File: src/rtl/mem_bus_ctrl.sv
`default_nettype none
// =============================================================================
// Module : mem_bus_ctrl
// Desc   : Processor-side memory bus initiator; arbitrates fetch/data clients,
//          tracks outstanding load tags and routes returned data to its owner.
// Rev    : 1.0  initial release
// =============================================================================
module mem_bus_ctrl #(
    parameter int XLEN    = 32,
    parameter int MAX_OUT = 8
) (
    input  logic            clock,
    input  logic            reset,
    input  logic            if_req_valid,
    input  logic [XLEN-1:0] if_req_addr,
    input  logic [3:0]      if_req_id,
    output logic            if_req_ready,
    output logic            if_resp_valid,
    output logic [3:0]      if_resp_id,
    output logic [63:0]     if_resp_data,
    input  logic            d_req_valid,
    input  logic [1:0]      d_req_cmd,
    input  logic [XLEN-1:0] d_req_addr,
    input  logic [63:0]     d_req_data,
    input  logic [1:0]      d_req_size,
    input  logic [3:0]      d_req_id,
    output logic            d_req_ready,
    output logic            d_resp_valid,
    output logic [3:0]      d_resp_id,
    output logic [63:0]     d_resp_data,
    output logic [1:0]      proc2mem_command,
    output logic [XLEN-1:0] proc2mem_addr,
    output logic [63:0]     proc2mem_data,
    output logic [1:0]      proc2mem_size,
    input  logic [3:0]      mem2proc_response,
    input  logic [63:0]     mem2proc_data,
    input  logic [3:0]      mem2proc_tag,
    output logic [3:0]      outstanding,
    output logic            spurious_tag
);

    localparam logic [1:0] c_BUS_NONE  = 2'd0;
    localparam logic [1:0] c_BUS_LOAD  = 2'd1;
    localparam logic [1:0] c_BUS_STORE = 2'd2;
    localparam logic [1:0] c_DOUBLE    = 2'd3;
    localparam logic [3:0] c_MAX_OUT   = 4'(MAX_OUT);

    logic        r_prio_q, r_prio_d;
    logic [3:0]  r_out_q, r_out_d;
    logic [15:0] r_tv_q, r_tv_d;
    logic [15:0] r_town_q, r_town_d;
    logic [3:0]  r_tid_q [16];
    logic [3:0]  r_tid_d [16];

    logic        r_if_rv_q, r_d_rv_q, r_spur_q;
    logic [3:0]  r_if_rid_q, r_d_rid_q;
    logic [63:0] r_if_rdata_q, r_d_rdata_q;

    logic w_load_ok, w_if_elig, w_d_elig, w_gnt_if, w_gnt_d;
    logic w_accept, w_alloc, w_ret, w_ret_hit;

    // Stores bypass the outstanding-load limit since they never hold a tag.
    assign w_load_ok = (r_out_q < c_MAX_OUT);
    assign w_if_elig = if_req_valid & w_load_ok;
    assign w_d_elig  = d_req_valid & ((d_req_cmd == c_BUS_STORE) | w_load_ok);
    assign w_gnt_if  = w_if_elig & (~w_d_elig | ~r_prio_q);
    assign w_gnt_d   = w_d_elig & ~w_gnt_if;

    assign w_accept  = (w_gnt_if | w_gnt_d) & (mem2proc_response != 4'd0);
    assign w_alloc   = w_accept & (w_gnt_if | (d_req_cmd == c_BUS_LOAD));
    assign w_ret     = (mem2proc_tag != 4'd0);
    assign w_ret_hit = w_ret & r_tv_q[mem2proc_tag];

    assign if_req_ready = w_gnt_if & w_accept;
    assign d_req_ready  = w_gnt_d & w_accept;

    always_comb begin
        proc2mem_command = c_BUS_NONE;
        proc2mem_addr    = '0;
        proc2mem_data    = '0;
        proc2mem_size    = 2'd0;
        if (w_gnt_if) begin
            proc2mem_command = c_BUS_LOAD;
            proc2mem_addr    = if_req_addr;
            proc2mem_size    = c_DOUBLE;
        end else if (w_gnt_d) begin
            proc2mem_command = d_req_cmd;
            proc2mem_addr    = d_req_addr;
            proc2mem_data    = d_req_data;
            proc2mem_size    = d_req_size;
        end
    end

    always_comb begin
        r_prio_d = r_prio_q;
        if (w_gnt_if | w_gnt_d) begin
            r_prio_d = w_accept ? w_gnt_if : w_gnt_d;
        end

        r_out_d = r_out_q;
        if (w_alloc & ~w_ret_hit) begin
            r_out_d = r_out_q + 4'd1;
        end else if (~w_alloc & w_ret_hit) begin
            r_out_d = r_out_q - 4'd1;
        end

        // Retire before allocate so a reused tag ends up owned by the new load.
        r_tv_d   = r_tv_q;
        r_town_d = r_town_q;
        r_tid_d  = r_tid_q;
        if (w_ret_hit) begin
            r_tv_d[mem2proc_tag] = 1'b0;
        end
        if (w_alloc) begin
            r_tv_d[mem2proc_response]   = 1'b1;
            r_town_d[mem2proc_response] = w_gnt_d;
            r_tid_d[mem2proc_response]  = w_gnt_d ? d_req_id : if_req_id;
        end
    end

    always_ff @(posedge clock) begin
        if (reset) begin
            r_prio_q     <= 1'b0;
            r_out_q      <= 4'd0;
            r_tv_q       <= '0;
            r_town_q     <= '0;
            for (int i = 0; i < 16; i++) begin
                r_tid_q[i] <= 4'd0;
            end
            r_if_rv_q    <= 1'b0;
            r_d_rv_q     <= 1'b0;
            r_spur_q     <= 1'b0;
            r_if_rid_q   <= 4'd0;
            r_d_rid_q    <= 4'd0;
            r_if_rdata_q <= '0;
            r_d_rdata_q  <= '0;
        end else begin
            r_prio_q  <= r_prio_d;
            r_out_q   <= r_out_d;
            r_tv_q    <= r_tv_d;
            r_town_q  <= r_town_d;
            r_tid_q   <= r_tid_d;
            r_if_rv_q <= w_ret_hit & ~r_town_q[mem2proc_tag];
            r_d_rv_q  <= w_ret_hit & r_town_q[mem2proc_tag];
            r_spur_q  <= w_ret & ~r_tv_q[mem2proc_tag];
            if (w_ret_hit & ~r_town_q[mem2proc_tag]) begin
                r_if_rid_q   <= r_tid_q[mem2proc_tag];
                r_if_rdata_q <= mem2proc_data;
            end
            if (w_ret_hit & r_town_q[mem2proc_tag]) begin
                r_d_rid_q   <= r_tid_q[mem2proc_tag];
                r_d_rdata_q <= mem2proc_data;
            end
        end
    end

    assign if_resp_valid = r_if_rv_q;
    assign if_resp_id    = r_if_rid_q;
    assign if_resp_data  = r_if_rdata_q;
    assign d_resp_valid  = r_d_rv_q;
    assign d_resp_id     = r_d_rid_q;
    assign d_resp_data   = r_d_rdata_q;
    assign outstanding   = r_out_q;
    assign spurious_tag  = r_spur_q;

endmodule
`default_nettype wire

File: config.mk
export PLATFORM = sky130hd
export DESIGN_NAME = mem_bus_ctrl
export DESIGN_NICKNAME = d
export VERILOG_FILES = /design/src/rtl/mem_bus_ctrl.sv
export SDC_FILE = /design/constraint.sdc
export NUM_CORES = 1
export LEC_CHECK = 0
export ABC_AREA = 1
export BUFFER_PORTS_ARGS = -buffer_cell sky130_fd_sc_hd__buf_2
export CAP_MARGIN = 0
export CORE_AREA = 2 2 178 180
export CTS_CLUSTER_DIAMETER = 40
export DETAILED_ROUTE_END_ITERATION = 8
export DIE_AREA = 0 0 180 182
export PLACE_DENSITY = 0.64
export SYNTH_ARGS = -nofsm -noshare
export SYNTH_HDL_FRONTEND = slang
export SYNTH_SLANG_ARGS = --single-unit
File: constraint.sdc
create_clock -name clock -period 7.9 [get_ports clock]
set_input_delay 0.395 -clock clock [delete_from_list [all_inputs] [get_ports clock]]
set_output_delay 0.395 -clock clock [all_outputs]
set_load 0.01 [all_outputs]
==> results of run 1 <==
-- Yosys cell counts, types with 2 or more instances --
cell | n | share of area (%)
sky130_fd_sc_hd__buf_2 | 52 | 2.2
sky130_fd_sc_hd__inv_1 | 368 | 11
sky130_fd_sc_hd__a21oi_1 | 103 | 4.3
sky130_fd_sc_hd__o21ai_0 | 47 | 2.0
sky130_fd_sc_hd__nand4_1 | 4 | 0.21
sky130_fd_sc_hd__buf_6 | 3 | 0.28
sky130_fd_sc_hd__nor2_1 | 444 | 14
sky130_fd_sc_hd__nor2_2 | 2 | 0.10
sky130_fd_sc_hd__clkbuf_1 | 23 | 0.72
sky130_fd_sc_hd__xor2_1 | 2 | 0.15
sky130_fd_sc_hd__o21ai_1 | 33 | 1.4
sky130_fd_sc_hd__inv_2 | 3 | 0.093
sky130_fd_sc_hd__nand3_1 | 87 | 3.6
sky130_fd_sc_hd__or2_2 | 2 | 0.10
sky130_fd_sc_hd__nand2_1 | 448 | 14
sky130_fd_sc_hd__nor2_4 | 2 | 0.19
sky130_fd_sc_hd__buf_4 | 14 | 0.87
sky130_fd_sc_hd__ha_1 | 3 | 0.31
sky130_fd_sc_hd__a22o_1 | 32 | 2.3
sky130_fd_sc_hd__nand2_2 | 2 | 0.10
sky130_fd_sc_hd__nor3_1 | 2 | 0.083
sky130_fd_sc_hd__buf_1 | 24 | 0.75
sky130_fd_sc_hd__dfxtp_1 | 240 | 40
sky130_fd_sc_hd__nand3_2 | 9 | 0.75
-- power by group through the flow --
stage | Clock [mW] | Sequential, mW | Combinational [mW]
detailed placement | 0 | 1.29 | 0.588
CTS | 1.74 | 1.26 | 0.593
global route | 1.80 | 1.26 | 0.657
global placement | 0 | 1.29 | 0.584
floorplan | 0 | 1.29 | 0.339
finish | 1.71 | 1.26 | 0.604
-- layer usage --
layer  GRT usage [%]  up-vias  wire length [um]
met4           6.602        0               997
met5               0        -                 0
met1           35.92     5788             20410
li1                -     6590                 -
met3           9.627       70              4308
met2           35.54      482             17440
-- layout make-up --
class	count	area share [%]
multi-input cells	1226	33.76
flip-flops and latches	240	30.64
repair buffers	466	14.97
inverters	371	8.928
clock buffers	48	6.567
well taps	402	3.208
clock inverters	21	1.819
diodes	7	0.1117
-- worst register-to-register path: stages (launching register included) --
cell and delay, ns:
sky130_fd_sc_hd__dfxtp_1 0.35, sky130_fd_sc_hd__a21boi_4 0.35, sky130_fd_sc_hd__nand2_1 0.09, sky130_fd_sc_hd__nand2_1 0.37
sky130_fd_sc_hd__o21ai_2 0.37, sky130_fd_sc_hd__and2_1 0.26, sky130_fd_sc_hd__ha_1 0.22, sky130_fd_sc_hd__inv_1 0.12
sky130_fd_sc_hd__ha_1 0.25, sky130_fd_sc_hd__nand2_1 0.09, sky130_fd_sc_hd__nand2_1 0.06, sky130_fd_sc_hd__a21oi_1 0.16
sky130_fd_sc_hd__nor2_1 0.06, sky130_fd_sc_hd__nor2_1 0.08, sky130_fd_sc_hd__nand2_1 0.06, sky130_fd_sc_hd__o21ai_0 0.14
sky130_fd_sc_hd__a21oi_1 0.06
-- registers in the layout, indices dropped and copies added (netlist names) --
| signal | flops |
|---|---|
| d_resp_data | 64 |
| if_resp_data | 64 |
| r_tid_q | 64 |
| r_town_q | 16 |
| r_tv_q | 16 |
| d_resp_id | 4 |
| if_resp_id | 4 |
| outstanding | 4 |
| d_resp_valid | 1 |
| if_resp_valid | 1 |
| r_prio_q | 1 |
| spurious_tag | 1 |
-- logic make-up (layout without fill, tap and decap cells) --
logic type,count (synthesis),after routing
other,0,7
DFF,240,240
xor gates and xnor gates,2,2
buffers and inverters,488,906
AOI/OAI and AO/OA,217,217
adders and majority gates,4,4
and+or+nand+nor,1003,1003
-- metrics by stage --
stage               area, um^2  hold slack, ns  utilization (%)  total power, mW
finish                   15680          0.1064            50.61            3.580
detailed placement       14350          0.4146            46.31            1.876
global placement         14350          0.4148            46.31            1.871
floorplan                12050          0.4031                -            1.632
CTS                      15660         0.09568            50.55            3.599
global route             15670          0.1082            50.58            3.726
-- worst min-delay path by stage --
stage	slack (ns)	cells after the start	endpoint	start
2_1_floorplan	0.40	2	r_tid_q[61]$_SDFFE_PP0P_	r_tid_q[61]$_SDFFE_PP0P_
3_3_place_gp	0.41	2	r_tid_q[61]$_SDFFE_PP0P_	r_tid_q[61]$_SDFFE_PP0P_
3_5_place_dp	0.41	2	r_tid_q[61]$_SDFFE_PP0P_	r_tid_q[61]$_SDFFE_PP0P_
4_1_cts	0.1	3	if_resp_data[25]$_SDFFE_PP0P_	mem2proc_data[25]
5_1_grt	0.11	3	if_resp_data[0]$_SDFFE_PP0P_	mem2proc_data[0]
6_report	0.11	3	if_resp_data[25]$_SDFFE_PP0P_	mem2proc_data[25]
==> results.tsv, run 1 <==
stage	metric	value	unit
sta	transition time at the pin with the least slew margin	1.059	ns
yosys	net count of the mapped netlist	2174	
sta	number of failing hold endpoints at the final stage	0	
sta	setup slack after layout	4.237	ns
pwr	power share of the combinational group	16.9	%
placed_design	dpl cells	2705	
yosys	number of different library cells in the post-synthesis netlist	29	
yosys	EDFF count, synth	0	
sta	setup TNS	0	ns
cts	cell at the root of the clock tree	sky130_fd_sc_hd__clkbuf_16	
pwr	worst voltage drop across the vdd grid	0.1416	mV
die	area of the core	30990	um^2
critical_path	Worst path top cell family by delay	simple AND/OR/NAND/NOR gates	
sta	count of final max-slew check failures	0	
pwr	internal power contribution	2.544	mW
cts	CTS Sinks	240	
sta	clock period minus worst slack	3.663	ns
run_status	result of the run	finished, final reports clean	
yosys	part of the Yosys area used for sequential elements	39.87	%
hold_path	Hold Path Class	in -> reg	
sta	unrepaired setup endpoints after global routing	false	
pwr	leakage component of the power	8.920	nW
critical_path	Worst Path Buf+Inv	2	
critical_path	WP depth	7	
cells_and_area	filler cell count	3182	
critical_path	end of the worst register-to-register path	outstanding[3]$_SDFFE_PP0P_	
critical_path	destination of the critical timing path	proc2mem_data[44]	
critical_path	kind of start point of the critical path	flop	
placed_design	worst slack after detailed placement	4.109	ns
routing	iteration-0 DRC count of the detailed router	1030	
routing	count of antenna-violating nets left after detailed routing	0	
critical_path	launch point of the critical path	outstanding[3]$_SDFFE_PP0P_	
cts	post-CTS clock slew at the launch and capture registers of the worst setup and hold paths	0.06	ns
critical_path	CP max stage cell	sky130_fd_sc_hd__nor2_1	
cells_and_area	multi-input combinational cell area	5294	um^2
cts	setup repair bufs after CTS	0	
cells_and_area	commonest non-fill, non-tap cell in the layout	sky130_fd_sc_hd__buf_2	
critical_path	CP cell instances	a21boi_4 > nand2_1 > nand2_1 > nand2_2 > buf_4 > nor2_1 > buf_2	
pwr	total power density per cell area	228.3	nW/um^2
global_route	vias in the first global route	11660	
placed_design	HPWL reported at the end of detailed placement	31.36	mm
critical_path	logic depth of the worst register-to-register path	16	
global_route	antenna violations before repair	4	
cts	clock tree from TritonCTS	done	
yosys	post-synthesis simple-gate area fraction	32.98	%
critical_path	startpoint of the worst register-to-register path	outstanding[3]$_SDFFE_PP0P_	
critical_path	Critical Path Fanout Max	52	
yosys	Synth Cell Area	12050	um^2
cts	worst-case clock buffer depth	3	
yosys	compound-gate portion of the synthesized area	10.15	%
cells_and_area	fraction of final layout cells with drive strength greater than 1	23.31	%
routing	DRC violation count after routing	0	
pwr	total net switching power	1.036	mW
yosys	number of warnings printed during yosys synthesis	0	
routing	total routed wirelength	43.16	mm
routing	via count	12930	
critical_path	classification of the worst setup path	reg -> out	
yosys	mux cell area share after synthesis	0	%
placed_design	# port buffers	460	
die	number of cell rows	65	
yosys	Adder-Cell Fraction of Synth Area	0.4776	%
global_route	maximum number of pins on one net before global-route repair	132	
sta	achievable clock frequency	0.2730	GHz
flow_run	Max Cap Viol	0	
yosys	#FFs+latches synth	240	
yosys	combinational family with the most area after synthesis	simple AND/OR/NAND/NOR gates	
sta	setup violation total in the final timing report	0	
global_route	overall routing resource usage	25.27	%
routing	Via-to-Cell Ratio	4.649	
global_route	total congestion overflow	0	
yosys	Post-Synthesis Cells	1954	
critical_path	Required @ worst endpoint	7.51	ns
yosys	post-synthesis async set-or-reset flop share	0	%
critical_path	critical path capture point type	primary output	
cells_and_area	post-layout instance count excluding filler cells	2781	
cts	TritonCTS buffer count	38	
cts	CTS Hold Bufs	0	
cts	post_cts resized	0	
cells_and_area	# nets final	2563	
cells_and_area	commonest non-fill, non-tap cells in the layout	sky130_fd_sc_hd__buf_2 (460), sky130_fd_sc_hd__nand2_1 (448), sky130_fd_sc_hd__nor2_1 (443)	
cells_and_area	Layout Area Growth over Synthesis	30.12	%
routing	post-DR wirelength/cell	15.52	um
die	Die Y	182	um
yosys	Mean Syn Cell Area	6.168	um^2
die	DIE WIDTH	180	um
cells_and_area	area taken by flip-flops and latches	4805	um^2
critical_path	biggest cell delay along the critical path	0.57	ns
routing	Detailed Routing Iterations Pass 1	5	
die	Initial Utilization	38.89	%
cts	clock latency on the worst-skew pair	0.52	ns
critical_path	reg-to-reg slack, setup	4.72	ns
placed_design	final weighted congestion in routability-driven placement	0.9404	
pwr	switching share of total power	28.93	%
pwr	fraction of power consumed by sequential logic	35.3	%
critical_path	most frequent cell on the critical path	sky130_fd_sc_hd__nand2_1	
sta	Max-Slew Margin vs Limit	29.43	%
die	DIE AREA	32760	um^2
pwr	clock network fraction of design power	47.9	%
cts	Max H-tree Level	2	
critical_path	data arrival time at the worst-slack endpoint	3.27	ns
global_route	global-route wire length before repair	65.92	mm
yosys	predominant post-synthesis flop cell	sky130_fd_sc_hd__dfxtp_1	
sta	final worst path period share	46.36	%
sta	Setup Skew	0.02830	ns
die	number of placed I/O pins	461	
yosys	synthesized-area fraction occupied by xor and xnor cells	0.1453	%
(Power assumes the default switching activity.)
==> run 2, diff against run 1 <==
--- a/config.mk
+++ b/config.mk
@@ -5,13 +5,13 @@
 export SDC_FILE = /design/constraint.sdc
 export NUM_CORES = 1
 export LEC_CHECK = 0
-export ABC_AREA = 1
+export ABC_AREA = 0
 export BUFFER_PORTS_ARGS = -buffer_cell sky130_fd_sc_hd__buf_2
 export CAP_MARGIN = 0
-export CORE_AREA = 2 2 178 180
+export CORE_AREA = 2 2 177 179
 export CTS_CLUSTER_DIAMETER = 40
 export DETAILED_ROUTE_END_ITERATION = 8
-export DIE_AREA = 0 0 180 182
+export DIE_AREA = 0 0 179 181
 export PLACE_DENSITY = 0.64
 export SYNTH_ARGS = -nofsm -noshare
 export SYNTH_HDL_FRONTEND = slang
==> constraint.sdc (replaced) <==
create_clock -name clock -period 3.16 [get_ports clock]
set_input_delay 0.158 -clock clock [delete_from_list [all_inputs] [get_ports clock]]
set_output_delay 0.158 -clock clock [all_outputs]
set_load 0.01 [all_outputs]
==> run 2 against run 1 <==
- final area fell by 0.53%
- routed wire length decreased by 12%
- synthesized area is 7.9% lower
- sequential power increased to 2.5 times the previous value
- die area is 1.1% lower
- clock power grew 120%
- cell count is 25% lower
- via count shrank 21%
- combinational power rose to 2.9 times the previous value
==> results.tsv, run 2 <==
stage	metric	value	unit	change
yosys	number of warnings printed during yosys synthesis	0		unchanged
die	Die Y	181	um	-0.55%
yosys	part of the Yosys area used for sequential elements	43.27	%	+3.4 points
die	number of cell rows	64		-1.5%
critical_path	biggest cell delay along the critical path	0.48	ns	-0.09 ns
pwr	leakage component of the power	7.259	nW	-19%
sta	final worst path period share	89.61	%	
critical_path	classification of the worst setup path	reg -> reg		
cells_and_area	Layout Area Growth over Synthesis	40.46	%	
global_route	met2 usage	40.48	%	+4.9 points
critical_path	Required @ worst endpoint	3.60	ns	-3.91 ns
flow_run	Max Cap Viol	0		unchanged
global_route	global routing usage on met3	5.156	%	-4.5 points
yosys	number of different library cells in the post-synthesis netlist	42		+45%
die	number of placed I/O pins	461		unchanged
cts	Max H-tree Level	2		unchanged
cells_and_area	post-layout instance count excluding filler cells	2092		-25%
cts	CTS Sinks	240		unchanged
pwr	total net switching power	2.510	mW	+140%
critical_path	launch point of the critical path	r_tv_q[3]$_SDFF_PP0_		
placed_design	# port buffers	460		unchanged
yosys	cells taking the most area after synthesis	sky130_fd_sc_hd__dfxtp_1 (43%), sky130_fd_sc_hd__mux2i_1 (14%), sky130_fd_sc_hd__nand2b_1 (12%)		
yosys	Mean Syn Cell Area	9.548	um^2	+55%
cells_and_area	commonest non-fill, non-tap cells in the layout	sky130_fd_sc_hd__buf_2 (459), sky130_fd_sc_hd__dfxtp_1 (240), sky130_fd_sc_hd__nand2b_1 (209)		
global_route	total congestion overflow	0		unchanged
cts	cell at the root of the clock tree	sky130_fd_sc_hd__clkbuf_16		
placed_design	HPWL reported at the end of detailed placement	28.63	mm	-8.7%
yosys	list of most frequent post-synthesis cells	sky130_fd_sc_hd__dfxtp_1 (240), sky130_fd_sc_hd__nand2b_1 (210), sky130_fd_sc_hd__mux2i_1 (156)		
yosys	Post-Synthesis Cells	1163		-40%
hold_path	HP Start	mem2proc_data[52]		
cells_and_area	# nets final	1883		-27%
die	DIE WIDTH	179	um	-0.56%
cells_and_area	fraction of final layout cells with drive strength greater than 1	35.35	%	+12 points
sta	clock period minus worst slack	2.832	ns	
routing	Detailed Routing Iterations Pass 1	5		unchanged
pwr	switching share of total power	28.85	%	-0.078 points
cts	TritonCTS buffer count	34		-11%
global_route	maximum number of pins on one net before global-route repair	126		-4.5%
yosys	most used standard cell by instance count after synthesis	sky130_fd_sc_hd__dfxtp_1		
global_route	highest-utilization routing layer at the global route stage	met2		
yosys	Synth Cell Area	11100	um^2	-7.9%
placed_design	final weighted congestion in routability-driven placement	0.9271		-1.4%
sta	number of failing hold endpoints at the final stage	0		unchanged
routing	via count	10170		-21%
cts	post_cts resized	0		unchanged
critical_path	Critical Path Fanout Max	3		-94%
sta	Max-Slew Margin vs Limit	41.35	%	+12 points
routing	iteration-0 DRC count of the detailed router	480		-53%
pwr	power share of the combinational group	20.3	%	+3.4 points
cts	CTS Hold Bufs	63		+63
die	area of the core	30350	um^2	-2.1%
sta	setup TNS	0	ns	unchanged
yosys	area share of the leading cell type in the synthesized netlist	43.27	%	+3.4 points
yosys	predominant post-synthesis flop cell	sky130_fd_sc_hd__dfxtp_1		
global_route	antenna violations before repair	9		+5
global_route	met1 demand-to-capacity share in global routing	24.57	%	-11 points
routing	Via-to-Cell Ratio	4.863		+4.6%
die	DIE AREA	32400	um^2	-1.1%
cts	clock tree from TritonCTS	done		
yosys	post-synthesis async set-or-reset flop share	0	%	unchanged
cells_and_area	filler cell count	2813		-12%
pwr	total power density per cell area	557.7	nW/um^2	+140%
routing	DRC violation count after routing	0		unchanged
pwr	fraction of power consumed by sequential logic	36.8	%	+1.5 points
routing	count of antenna-violating nets left after detailed routing	0		unchanged
critical_path	startpoint of the worst register-to-register path	r_tv_q[3]$_SDFF_PP0_		
sta	Setup Skew	0.02678	ns	-0.001522 ns
yosys	net count of the mapped netlist	1383		-36%
global_route	global-route wire length before repair	56.99	mm	-14%
global_route	overall routing resource usage	22.69	%	-2.6 points
cells_and_area	cell area after layout	15600	um^2	-0.53%
yosys	#FFs+latches synth	240		unchanged
global_route	vias in the first global route	10030		-14%
critical_path	critical path capture point type	flop		
cells_and_area	multi-input combinational cell area	5837	um^2	+10%
run_status	result of the run	finished, final reports clean		
pwr	worst voltage drop across the vdd grid	0.2979	mV	+110%
cells_and_area	commonest non-fill, non-tap cell in the layout	sky130_fd_sc_hd__buf_2		
sta	count of final max-slew check failures	0		unchanged
critical_path	Worst Path Buf+Inv	1		-1
critical_path	Worst path top cell family by delay	compound AO/OA/AOI/OAI gates		
cts	worst-case clock buffer depth	3		unchanged
cts	clock latency on the worst-skew pair	0.51	ns	about the same
die	Initial Utilization	36.59	%	-2.3 points
sta	achievable clock frequency	0.3532	GHz	
cells_and_area	area taken by flip-flops and latches	4805	um^2	unchanged
yosys	post-synth top area cell	sky130_fd_sc_hd__dfxtp_1		
cts	post-CTS clock slew at the launch and capture registers of the worst setup and hold paths	0.06	ns	about the same
critical_path	data arrival time at the worst-slack endpoint	3.27	ns	about the same
routing	post-DR wirelength/cell	18.21	um	+17%
sta	transition time at the pin with the least slew margin	0.8776	ns	-0.1809 ns
routing	total routed wirelength	38.10	mm	-12%
hold_path	Hold Path Class	in -> reg		
pwr	clock network fraction of design power	42.9	%	-5.0 points
critical_path	CP max stage cell	sky130_fd_sc_hd__mux4_2		
placed_design	Placement Cell Area	13820	um^2	-3.7%
critical_path	CP cell instances	mux4_2 > a32o_1 > a31oi_4 > ha_1 > inv_1 > ha_1 > a21o_1 > a21oi_1 > xnor2_1 > or3_1 > a21oi_1		
cts	setup repair bufs after CTS	0		unchanged
pwr	internal power contribution	6.189	mW	+140%
sta	setup violation total in the final timing report	0		unchanged
yosys	EDFF count, synth	0		unchanged
sta	unrepaired setup endpoints after global routing	false		
critical_path	kind of start point of the critical path	flop		
placed_design	dpl cells	1960		-28%
==> run 2: metal layers <==
metal | part of all wire [%] | vias to the layer above
li1 | - | 4967
met1 | 37 | 4700
met2 | 50 | 415
met3 | 7.3 | 89
met4 | 5.4 | 2
met5 | 0.018 | -
==> run 2: layout make-up <==
cell class              instances  share of cell area, %
clock buffers                  45                  6.048
well taps                     396                  3.177
inverters                      17                 0.4091
repair buffers                556                  20.83
flip-flops and latches        240                  30.80
clock inverters                17                  1.195
diodes                          7                 0.1123
multi-input cells             814                  37.42
==> run 2: path summary, 6_finish.rpt <==
path,cells past startpoint,slack (ns),to
hold / removal,3,0.008,d_resp_data[52]$_SDFFE_PP0P_
setup reg to reg,11,0.33,outstanding[3]$_SDFFE_PP0P_
hold reg to reg,2,0.46,if_resp_data[53]$_SDFFE_PP0P_
setup / recovery,11,0.33,outstanding[3]$_SDFFE_PP0P_
==> run 2: power groups by stage <==
stage	clock network (mW)	registers (mW)	logic, mW
final	3.73	3.20	1.76
after global routing	3.95	3.22	1.92
after CTS	3.81	3.20	1.78
after detailed placement	0	3.27	1.71
after global placement	0	3.26	1.69
after floorplan	0	3.29	0.919
==> run 2: kinds of logic after synthesis <==
logic type               count (synthesis)  synth area share, %
adder cells (fa/ha/maj)                  4               0.5184
AO/OA/AOI/OAI                          150                8.823
AND/OR/NAND/NOR                        476                23.80
flip-flops                             240                43.27
multiplexers                           181                18.93
buffers and inverters                  109                4.428
XOR/XNOR                                 3               0.2367
==> run 2: per-stage QoR <==
stage / hold slack, ns / power, mW / worst slack [ns] / util [%]
4_1_cts: 0.0003387 / 8.793 / 0.3460 / 51.34
2_1_floorplan: 0.3339 / 4.208 / 0.3278 / -
3_5_place_dp: 0.4537 / 4.979 / 0.3151 / 45.54
3_3_place_gp: 0.4395 / 4.954 / 0.3451 / 45.54
6_report: 0.007893 / 8.699 / 0.3284 / 51.39
5_1_grt: 0.02540 / 9.088 / 0.1877 / 51.39
==> run 2: worst register-to-register path: cells and delay by family (launching register included) <==
kind,cells,cell delay (ns)
AOI/OAI and AO/OA,5,0.97
xor gates and xnor gates,1,0.10
adders and majority gates,2,0.50
buffers and inverters,1,0.10
DFF,1,0.31
muxes,1,0.48
and+or+nand+nor,1,0.31
